--- src/rtl/vram_bus_arbiter_pkg.sv ---
// Shared types and widths for the VRAM bus arbiter slice.
package vram_bus_arbiter_pkg;

    localparam int unsigned VRAM_ADDR_W = 20;
    localparam int unsigned VRAM_DATA_W = 16;
    localparam int unsigned CTR_W       = 8;

    typedef enum logic [2:0] {
        IDLE,
        DRAIN,
        RD_ADDR,
        RD_WAIT,
        RD_DONE
    } arb_state_t;

    function automatic logic [CTR_W-1:0] sat_inc(input logic [CTR_W-1:0] v);
        return (v == '1) ? v : v + CTR_W'(1);
    endfunction

endpackage

--- src/rtl/vram_bus_arbiter_if.sv ---
// Read requester, write buffer and VRAM pin bundle seen by the arbiter.
interface vram_bus_arbiter_if;
    import vram_bus_arbiter_pkg::*;

    logic                   rd_req;
    logic [VRAM_ADDR_W-1:0] rd_addr;
    logic                   rd_ack;
    logic [VRAM_DATA_W-1:0] rd_data;
    logic                   rd_valid;
    logic                   wb_free;
    logic                   wb_io_en;
    logic                   wb_we_n;
    logic                   wb_ce_n;
    logic [VRAM_ADDR_W-1:0] wb_addr;
    logic [VRAM_DATA_W-1:0] wb_data;
    logic                   wb_almost_full;
    logic [VRAM_ADDR_W-1:0] vram_addr;
    logic [VRAM_DATA_W-1:0] vram_dout;
    logic [VRAM_DATA_W-1:0] vram_din;
    logic                   vram_dout_en;
    logic                   vram_ce_n;
    logic                   vram_we_n;
    logic                   vram_oe_n;

    modport master (
        input  rd_req, rd_addr, wb_io_en, wb_we_n, wb_ce_n, wb_addr, wb_data,
               wb_almost_full, vram_din,
        output rd_ack, rd_data, rd_valid, wb_free, vram_addr, vram_dout,
               vram_dout_en, vram_ce_n, vram_we_n, vram_oe_n
    );

    modport slave (
        output rd_req, rd_addr, wb_io_en, wb_we_n, wb_ce_n, wb_addr, wb_data,
               wb_almost_full, vram_din,
        input  rd_ack, rd_data, rd_valid, wb_free, vram_addr, vram_dout,
               vram_dout_en, vram_ce_n, vram_we_n, vram_oe_n
    );

endinterface

--- src/rtl/vram_bus_arbiter_wait_counter.sv ---
// Loadable down-counter that stops at zero; zero flag is combinational.
module vram_wait_counter #(
    parameter int unsigned WIDTH = 8
) (
    input  logic             clock,
    input  logic             RESET,
    input  logic             load,
    input  logic [WIDTH-1:0] load_val,
    input  logic             dec,
    output logic             zero
);

    logic [WIDTH-1:0] count;

    always_ff @(posedge clock or negedge RESET) begin
        if (!RESET) begin
            count <= '0;
        end else if (load) begin
            count <= load_val;
        end else if (dec && count != '0) begin
            count <= count - WIDTH'(1);
        end
    end

    assign zero = (count == '0);

endmodule

--- src/rtl/vram_bus_arbiter.sv ---
// Owns the VRAM port: write-buffer drains versus prioritised reads, with
// burst limit and post-burst write window to keep the write buffer moving.
module vram_bus_arbiter
    import vram_bus_arbiter_pkg::*;
#(
    parameter int unsigned READ_WAIT    = 1,
    parameter int unsigned MAX_BURST    = 8,
    parameter int unsigned WRITE_WINDOW = 4
) (
    input  logic               clock,
    input  logic               RESET,
    vram_bus_arbiter_if.master bus
);

    localparam logic [CTR_W-1:0] WAIT_LOAD = CTR_W'((READ_WAIT > 0) ? READ_WAIT - 1 : 0);
    localparam logic [CTR_W-1:0] BURST_MAX = CTR_W'(MAX_BURST);
    localparam logic [CTR_W-1:0] WIN_LOAD  = CTR_W'(WRITE_WINDOW);

    arb_state_t             state;
    logic                   out_of_reset;
    logic                   drain_first;
    logic [CTR_W-1:0]       burst_ctr;
    logic [VRAM_ADDR_W-1:0] rd_addr_q;
    logic [VRAM_ADDR_W-1:0] addr_r;
    logic                   ce_n_r;
    logic                   oe_n_r;
    logic                   rd_ack_r;
    logic                   rd_valid_r;
    logic [VRAM_DATA_W-1:0] rd_data_r;
    logic                   wb_free_r;
    logic                   wait_zero;
    logic                   win_zero;
    logic                   wb_path;

    vram_wait_counter #(.WIDTH(CTR_W)) u_wait_ctr (
        .clock    (clock),
        .RESET    (RESET),
        .load     (state == RD_ADDR),
        .load_val (WAIT_LOAD),
        .dec      (state == RD_WAIT),
        .zero     (wait_zero)
    );

    // Loaded only when leaving a burst with the write buffer nearly full.
    vram_wait_counter #(.WIDTH(CTR_W)) u_win_ctr (
        .clock    (clock),
        .RESET    (RESET),
        .load     ((state == RD_DONE) && bus.wb_almost_full),
        .load_val (WIN_LOAD),
        .dec      (state == IDLE),
        .zero     (win_zero)
    );

    always_ff @(posedge clock or negedge RESET) begin
        if (!RESET) begin
            state        <= IDLE;
            out_of_reset <= 1'b0;
            drain_first  <= 1'b0;
            burst_ctr    <= '0;
            rd_addr_q    <= '0;
            addr_r       <= '0;
            ce_n_r       <= 1'b1;
            oe_n_r       <= 1'b1;
            rd_ack_r     <= 1'b0;
            rd_valid_r   <= 1'b0;
            rd_data_r    <= '0;
            wb_free_r    <= 1'b0;
        end else begin
            out_of_reset <= 1'b1;
            rd_ack_r     <= 1'b0;
            rd_valid_r   <= 1'b0;
            case (state)
                IDLE: begin
                    if (bus.rd_req && win_zero) begin
                        state       <= DRAIN;
                        wb_free_r   <= 1'b0;
                        rd_addr_q   <= bus.rd_addr;
                        drain_first <= 1'b1;
                    end else begin
                        wb_free_r   <= 1'b1;
                    end
                end
                DRAIN: begin
                    // First DRAIN cycle always held: the buffer may launch one more write.
                    drain_first <= 1'b0;
                    if (!drain_first && !bus.wb_io_en) begin
                        state    <= RD_ADDR;
                        addr_r   <= rd_addr_q;
                        ce_n_r   <= 1'b0;
                        oe_n_r   <= 1'b0;
                        rd_ack_r <= 1'b1;
                    end
                end
                RD_ADDR: begin
                    burst_ctr <= sat_inc(burst_ctr);
                    state     <= (READ_WAIT > 0) ? RD_WAIT : RD_DONE;
                end
                RD_WAIT: begin
                    if (wait_zero) state <= RD_DONE;
                end
                RD_DONE: begin
                    rd_data_r  <= bus.vram_din;
                    rd_valid_r <= 1'b1;
                    if (bus.rd_req && (burst_ctr < BURST_MAX) && !bus.wb_almost_full) begin
                        state    <= RD_ADDR;
                        addr_r   <= bus.rd_addr;
                        rd_ack_r <= 1'b1;
                    end else begin
                        state     <= IDLE;
                        burst_ctr <= '0;
                        ce_n_r    <= 1'b1;
                        oe_n_r    <= 1'b1;
                        wb_free_r <= 1'b1;
                    end
                end
                default: state <= IDLE;
            endcase
        end
    end

    // out_of_reset keeps the pins parked while RESET is low even though state is IDLE.
    assign wb_path = out_of_reset && ((state == IDLE) || (state == DRAIN));

    always_comb begin
        bus.vram_addr    = addr_r;
        bus.vram_dout    = '0;
        bus.vram_we_n    = 1'b1;
        bus.vram_ce_n    = ce_n_r;
        bus.vram_oe_n    = oe_n_r;
        bus.vram_dout_en = 1'b0;
        if (wb_path) begin
            bus.vram_addr    = bus.wb_addr;
            bus.vram_dout    = bus.wb_data;
            bus.vram_we_n    = bus.wb_we_n;
            bus.vram_ce_n    = bus.wb_ce_n;
            bus.vram_oe_n    = 1'b1;
            bus.vram_dout_en = bus.wb_io_en;
        end
    end

    assign bus.rd_ack   = rd_ack_r;
    assign bus.rd_valid = rd_valid_r;
    assign bus.rd_data  = rd_data_r;
    assign bus.wb_free  = wb_free_r;

endmodule
--- src/flat_wrapper.sv ---
// flat-port wrapper written by rule: the top's interface ports become plain ports
module vram_bus_arbiter_flat import vram_bus_arbiter_pkg::*;
#(
    parameter int unsigned READ_WAIT    = 1,
    parameter int unsigned MAX_BURST    = 8,
    parameter int unsigned WRITE_WINDOW = 4
)
  (clock, RESET, bus_rd_req, bus_rd_addr, bus_wb_io_en, bus_wb_we_n, bus_wb_ce_n, bus_wb_addr, bus_wb_data, bus_wb_almost_full, bus_vram_din, bus_rd_ack, bus_rd_data, bus_rd_valid, bus_wb_free, bus_vram_addr, bus_vram_dout, bus_vram_dout_en, bus_vram_ce_n, bus_vram_we_n, bus_vram_oe_n);
  vram_bus_arbiter_if bus_i ();
  input  logic clock;
  input  logic RESET;
  input wire logic [$bits(bus_i.rd_req)-1:0] bus_rd_req;
  input wire logic [$bits(bus_i.rd_addr)-1:0] bus_rd_addr;
  input wire logic [$bits(bus_i.wb_io_en)-1:0] bus_wb_io_en;
  input wire logic [$bits(bus_i.wb_we_n)-1:0] bus_wb_we_n;
  input wire logic [$bits(bus_i.wb_ce_n)-1:0] bus_wb_ce_n;
  input wire logic [$bits(bus_i.wb_addr)-1:0] bus_wb_addr;
  input wire logic [$bits(bus_i.wb_data)-1:0] bus_wb_data;
  input wire logic [$bits(bus_i.wb_almost_full)-1:0] bus_wb_almost_full;
  input wire logic [$bits(bus_i.vram_din)-1:0] bus_vram_din;
  output wire logic [$bits(bus_i.rd_ack)-1:0] bus_rd_ack;
  output wire logic [$bits(bus_i.rd_data)-1:0] bus_rd_data;
  output wire logic [$bits(bus_i.rd_valid)-1:0] bus_rd_valid;
  output wire logic [$bits(bus_i.wb_free)-1:0] bus_wb_free;
  output wire logic [$bits(bus_i.vram_addr)-1:0] bus_vram_addr;
  output wire logic [$bits(bus_i.vram_dout)-1:0] bus_vram_dout;
  output wire logic [$bits(bus_i.vram_dout_en)-1:0] bus_vram_dout_en;
  output wire logic [$bits(bus_i.vram_ce_n)-1:0] bus_vram_ce_n;
  output wire logic [$bits(bus_i.vram_we_n)-1:0] bus_vram_we_n;
  output wire logic [$bits(bus_i.vram_oe_n)-1:0] bus_vram_oe_n;
  assign bus_i.rd_req = bus_rd_req;
  assign bus_i.rd_addr = bus_rd_addr;
  assign bus_i.wb_io_en = bus_wb_io_en;
  assign bus_i.wb_we_n = bus_wb_we_n;
  assign bus_i.wb_ce_n = bus_wb_ce_n;
  assign bus_i.wb_addr = bus_wb_addr;
  assign bus_i.wb_data = bus_wb_data;
  assign bus_i.wb_almost_full = bus_wb_almost_full;
  assign bus_i.vram_din = bus_vram_din;
  assign bus_rd_ack = bus_i.rd_ack;
  assign bus_rd_data = bus_i.rd_data;
  assign bus_rd_valid = bus_i.rd_valid;
  assign bus_wb_free = bus_i.wb_free;
  assign bus_vram_addr = bus_i.vram_addr;
  assign bus_vram_dout = bus_i.vram_dout;
  assign bus_vram_dout_en = bus_i.vram_dout_en;
  assign bus_vram_ce_n = bus_i.vram_ce_n;
  assign bus_vram_we_n = bus_i.vram_we_n;
  assign bus_vram_oe_n = bus_i.vram_oe_n;
  vram_bus_arbiter #(.READ_WAIT(READ_WAIT), .MAX_BURST(MAX_BURST), .WRITE_WINDOW(WRITE_WINDOW)) u_core (.clock(clock), .RESET(RESET), .bus(bus_i));
endmodule
--- config.mk ---
export PLATFORM = sky130hd
export DESIGN_NAME = vram_bus_arbiter_flat
export DESIGN_NICKNAME = d
export VERILOG_FILES = /design/src/rtl/vram_bus_arbiter_pkg.sv /design/src/rtl/vram_bus_arbiter_if.sv /design/src/rtl/vram_bus_arbiter_wait_counter.sv /design/src/rtl/vram_bus_arbiter.sv /design/src/flat_wrapper.sv
export SDC_FILE = /design/constraint.sdc
export NUM_CORES = 1
export LEC_CHECK = 0
export CORE_UTILIZATION = 40
export CTS_BUF_LIST = sky130_fd_sc_hd__clkbuf_4
export CTS_CLUSTER_DIAMETER = 200
export DETAILED_ROUTE_END_ITERATION = 6
export DONT_BUFFER_PORTS = 1
export MAX_ROUTING_LAYER = met4
export SETUP_SLACK_MARGIN = 0.1
export SLEW_MARGIN = 5
export SYNTH_ARGS = -nofsm -noshare
export SYNTH_HDL_FRONTEND = slang
export SYNTH_HIERARCHICAL = 1
export SYNTH_SLANG_ARGS = --single-unit
--- constraint.sdc ---
create_clock -name clock -period 2.6 [get_ports clock]
set_input_delay 0.65 -clock clock [delete_from_list [all_inputs] [get_ports clock]]
set_output_delay 0.65 -clock clock [all_outputs]
set_load 0.02 [all_outputs]
# == Word-level counts from Yosys, hierarchy flattened ==
# Index checks and enable logic that the tools add are counted.
# classes
addsub,3
order_cmp,1
eq_ne,11
muxes,32
reduce_logical,30
# op_table
cell,n
$mux W20,3
$mux W8,6
$pmux W20 S2,1
$logic_not A8 Y1,2
$mux W16,1
$pmux W8 S2,1
$reduce_bool A8 Y1,2
$sub A8 B1 Y8 const B,2
$pmux W3 S5,1
$reduce_and A3 Y1,4
$reduce_bool A2 Y1,6
$mux W1,11
$mux W3,3
$add A8 B1 Y8 const B,1
$eq A8 B8 Y1 const B,1
$logic_and A1 B1 Y1,8
$lt A8 B4 Y1 const B,1
$pmux W1 S2,4
$eq A3 B2 Y1 const B,2
$ne A2 B1 Y1 const B,3
$ne A2 B2 Y1 const B,3
$reduce_and A2 Y1,3
$eq A3 B1 Y1 const B,1
$eq A3 B3 Y1 const B,1
4 further kinds,6
# totals
ff_bits,89
input_bits,79
wordCells,90

# == Depth between registers and ports, before layout ==
# logic_depth
ltp_word,5
mapped_depth,10
mapped_depth_nobuf,8

# == Hierarchy ==
# The synthesis kept the hierarchy.
# by_module_without_submodules
module,instances,cells_each,area_per_inst_um2,seq_area_each_um2
vram_bus_arbiter,1,304,3633.5,1828.0
vram_wait_counter,2,58,528.0,200.2

# == Least setup slack after synthesis ==
# OpenSTA, ideal clock, no wires.
# synth_path
path_type,reg-to-reg
start,register u_core.state[1]
end,register u_core.u_win_ctr.count[7]
setup_time_ps,126
arrival_ps,2119
required_time_ps,2474
slack_ps,355
stages_incl_launch_ff,10
path_buffers,2
path_cell_list,dfrtp_1 > nor2_1 > nand2_1 > clkinv_1 > buf_2 > clkbuf_1 > and2_1 > clkinv_1 > o311a_1 > a221o_1
# synth_between
elab_chain_len,3
word_cells_on_any_way,6
cone_classes,1 x eq/ne; 1 x mux; 4 x reduce/logical
# synth_lines
item,line,source
from (decl),vram_bus_arbiter.sv:19,arb_state_t state;
from (signal assigned),vram_bus_arbiter.sv:96,state <= (READ_WAIT > 0) ? RD_WAIT : RD_DONE;
$eq A3 B3 Y1 or $logic_not A3 Y1 (tied branches),"vram_bus_arbiter.sv:48, vram_bus_arbiter.sv:50",
"$logic_and A1 B1 Y1, on equally long branches","vram_bus_arbiter.sv:48, vram_bus_arbiter_wait_counter.sv:20",
$mux W8 or $reduce_bool A2 Y1 (tied branches),n/a,
to (signal assigned),vram_bus_arbiter_wait_counter.sv:19,count <= load_val;
to (signal assigned),vram_bus_arbiter_wait_counter.sv:21,count <= count - WIDTH'(1);
to (decl),vram_bus_arbiter_wait_counter.sv:13,logic [WIDTH-1:0] count;
# Parallel ways exist; a longest one is shown, timed or not.
# A chain may end at the register's enable or synchronous reset.

# == Final worst setup path ==
# layout_path
start,register u_core.state[1]
end,output port bus_vram_addr[12]
# layout_between
elab_chain_len,4
word_cells_on_any_way,5
cone_classes,1 x eq/ne; 1 x mux; 3 x reduce/logical
# layout_lines
item,line,source
$eq A3 B1 Y1 or $logic_not A3 Y1 (tied branches),vram_bus_arbiter.sv:122,assign wb_path = out_of_reset && ((state == IDLE) || (state == DRAIN));
$logic_or A1 B1 Y1 *,vram_bus_arbiter.sv:122,
$logic_and A1 B1 Y1 *,vram_bus_arbiter.sv:122,
$mux W20 *,vram_bus_arbiter.sv:131,if (wb_path) begin
to (decl),flat_wrapper.sv:25,output wire logic [$bits(bus_i.vram_addr)-1:0] bus_vram_addr;
# Mark *: on every way between the ends. The rest lies on a longest branch, timed or not.

==> results.txt <==
----------------------------------------------------
[Setup path]
  Arrival time at the worst endpoint ... 1.74 ns
  R2R depth ... 7
  End of the worst register-to-register path ... u_core/rd_addr_q[18]
  CP startpoint kind ... flip-flop
  Crit path kind ... flip-flop to primary output
  Worst-path maximum fanout ... 14
  Family with the most delay on the worst path ... flip-flops
  Launching point of the worst reg2reg path ... u_core/u_win_ctr/count[0]
  Internal reg-to-reg setup slack ... 0.32 ns
  Stage delay of the slowest cell on the critical path ... 0.44 ns
  Required @ worst endpoint ... 1.95 ns
  Slowest cell on crit path ... sky130_fd_sc_hd__dfrtp_2
  Combined buffer and inverter count along the critical path ... 1
  List of cells traversed by the critical path ... nor2_2, and2_4, buf_6, mux2_2
  Worst Setup End Kind ... primary output

[Floorplanning]
  Core ar. ... 0.0114 mm^2
  Width of the die ... 110 um
  Count of boundary I/O pins ... 138
  Area enclosed by the die boundary ... 0.0122 mm^2
  Height of the die ... 110 um
  Effective utilization at floorplan ... 0.411
  Number of rows created at floorplan ... 39

[Timing]
  TNS Setup ... 0 ns
  Worst setup skew after layout ... 0.0182 ns
  Post-route clock period utilization ... 0.918
  Smallest hold slack ... -0.109 ns
  Time the final worst path needs with I/O delays and setup ... 2.39 ns
  Number of failing hold endpoints at the final stage ... 88
  Final-report max-slew violation count ... 0
  Relative slew slack ... 0.501
  Unrepaired setup endpoints after global routing ... no
  Final setup violation count ... 0
  Transition time of the tightest slew-check pin ... 0.741 ns
  Highest Clock Rate ... 0.419 GHz

[CTS]
  Root cell of the clock tree ... sky130_fd_sc_hd__clkbuf_4
  Sink count of the clock tree ... 89
  Deepest level of the CTS H-tree ... 3
  Maximum buffer depth of the clock tree ... 2
  Inserted Clock Buffers ... 9
  Clock transition at the registers of the reported paths ... 0.14 ns
  CTS tree ... built
  Clock latency reported for the late side of the worst-skew pair ... 0.43 ns

[Pwr]
  Cell leakage power ... 2.39 nW
  Largest vdd supply drop ... 194 uV
  Power density over the cells ... 462 mW/mm^2

[Cells and area]
  Post-Layout Cell Count ... 595
  Final #Nets ... 530
  Fraction of layout cells with a size suffix above 1 ... 0.293
  Final design instance area without fill ... 0.00515 mm^2
  Area added between synthesis and finish ... 9.77%
  Utilization after layout ... 0.451
  Most common library cell in the layout ignoring fill and taps ... sky130_fd_sc_hd__dfrtp_1
  Most frequent cells in the layout ... sky130_fd_sc_hd__dfrtp_1, sky130_fd_sc_hd__mux2_2, sky130_fd_sc_hd__nand2_1, sky130_fd_sc_hd__and3_1, sky130_fd_sc_hd__mux2_4

[Yosys]
  Netlist area before placement ... 0.00469 mm^2
  Library cell with the largest summed area after synthesis ... sky130_fd_sc_hd__dfrtp_1
  Prevailing post-synth register cell ... sky130_fd_sc_hd__dfrtp_1
  Top cells by area in the synthesized netlist ... sky130_fd_sc_hd__dfrtp_1, sky130_fd_sc_hd__mux2_2, sky130_fd_sc_hd__mux2_4
  Post-Syn Instances ... 420
  Synth cell types ... 53
  Warnings, synthesis ... 6
  Fraction of synthesized cell area taken by the top area cell type ... 0.470
  Post-synthesis area per instance ... 11.2 um^2
  Part of the Yosys area used for sequential elements ... 0.475
  Synth async-reset ratio ... 1.00
  Count of flip-flops with a built-in enable after synthesis ... 0
  Number of register bits inferred by synthesis ... 89

[Status]
  Failing checks ... hold timing
  Run status ... finished, violations left

[Routing]
  Total Wirelength ... 10,200 um
  Detailed-routing wirelength on met1 ... 4640 um
  Number of nets with antenna violations after routing ... 0
  Routed length on met3 ... 545 um
  Count of TritonRoute iterations in the first routing pass ... 4
  Via total after detailed routing ... 3,239
  Avg Vias per Cell ... 5.44
  Routed len/inst ... 17.2 um
  Drt drc ... 0
  Top metal layer carrying routed signals ... met4
  DRC marker count from the first detailed-route iteration ... 148
  Met2 wire length ... 4940 um

[Global route]
  Maximum number of pins on one net before global-route repair ... 90
  Number of antenna violations at the first check in global routing ... 1
  Global-route wire length before repair ... 16,200 um
  Overflow left after global routing ... 0
  Vias in the first global route ... 3,215
  Global-route usage over all layers ... 0.180

[Place]
  Instance area at placement ... 0.00494 mm^2
  Routability Congestion ... 0.780
  Estimated wirelength of the detail-placed design ... 7180 um
  Count of input and output buffers ... 0
  Count of placed standard cells including taps ... 575

[Run]
  Max-cap viol count ... 0

[Hold path]
  Path category of the worst min-delay check ... input pin to asynchronous set/reset pin

----------------------------------------------------
[report_power, final]
part           switching [W]  internal [W]  total [W]
combinational      0.0000687     0.0000371   0.000106
sequential        0.00000440       0.00139    0.00139
clock               0.000469      0.000411   0.000880
[synth_stat cells (all sizes together), types with 8 or more instances]
master and number:
buf 11, nor3 10, nor2 18, inv 8
dfrtp 88, mux2 81, and3 20, a21oi 10
nand2 57, clkbuf 10, o21ai 10
[worst max path at each step]
stage                             from                        end  slack (ns)  cells past startpoint
floorplan              u_core/state[1]  u_core/u_win_ctr/count[7]        0.35                      9
global placement    bus_wb_almost_full          u_core/addr_r[14]        0.31                      5
detailed placement  bus_wb_almost_full           u_core/addr_r[6]        0.30                      5
CTS                    u_core/state[2]           bus_vram_addr[1]        0.11                      4
global route           u_core/state[1]          bus_vram_addr[10]        0.11                      4
finish                 u_core/state[1]          bus_vram_addr[12]        0.21                      4
[logic make-up after synthesis]
logic type	count (synthesis)	synth area share
mux	84	0.216
simple gates	151	0.169
compound gates	57	0.0886
fa+ha+maj	5	0.0133
flops	89	0.475
buf+inv	32	0.0360
other cells	2	0.00160
[per-stage QoR]
step                      power [W]  setup slack, ns
after floorplan             0.00151            0.355
after global routing        0.00248            0.110
final                       0.00238            0.213
after global placement      0.00152            0.311
after CTS                   0.00241            0.108
after detailed placement    0.00152            0.296
[layout make-up]
type                    instances  area, um^2
clock buffers                  11        82.6
well taps                     143         179
clock inverters                 5        80.1
fillers                      1103        6270
multi-input cells             314        2350
repair buffers                 21         178
flip-flops and latches         89        2230
inverters                      11        41.3
diodes                          1        2.50
[metal layers]
metal | vias to the layer above | track usage
met5 | - | -
met1 | 1588 | 0.237
met2 | 81 | 0.277
met4 | 0 | 0.0573
li1 | 1563 | -
met3 | 7 | 0.0382
[state kept, by name, indices dropped and copies added, names as in the netlist]
name	count
u_core/addr_r	20
u_core/burst_ctr	8
u_core/bus.rd_ack	1
u_core/bus.rd_data	16
u_core/bus.rd_valid	1
u_core/bus.wb_free	1
u_core/drain_first	1
u_core/oe_n_r	1
u_core/out_of_reset	1
u_core/rd_addr_q	20
u_core/state	3
u_core/u_wait_ctr/count	8
u_core/u_win_ctr/count	8
[repair_timing]
action / 4_1_cts / 5_1_grt
hold endpoints to repair: 88 / 88
pin swaps: 0 / 0
buffers inserted: 2 / 1
setup endpoints to repair: 21 / 21
gates resized for setup: 3 / 3
Note: power is estimated with default switching activity, not from simulation.
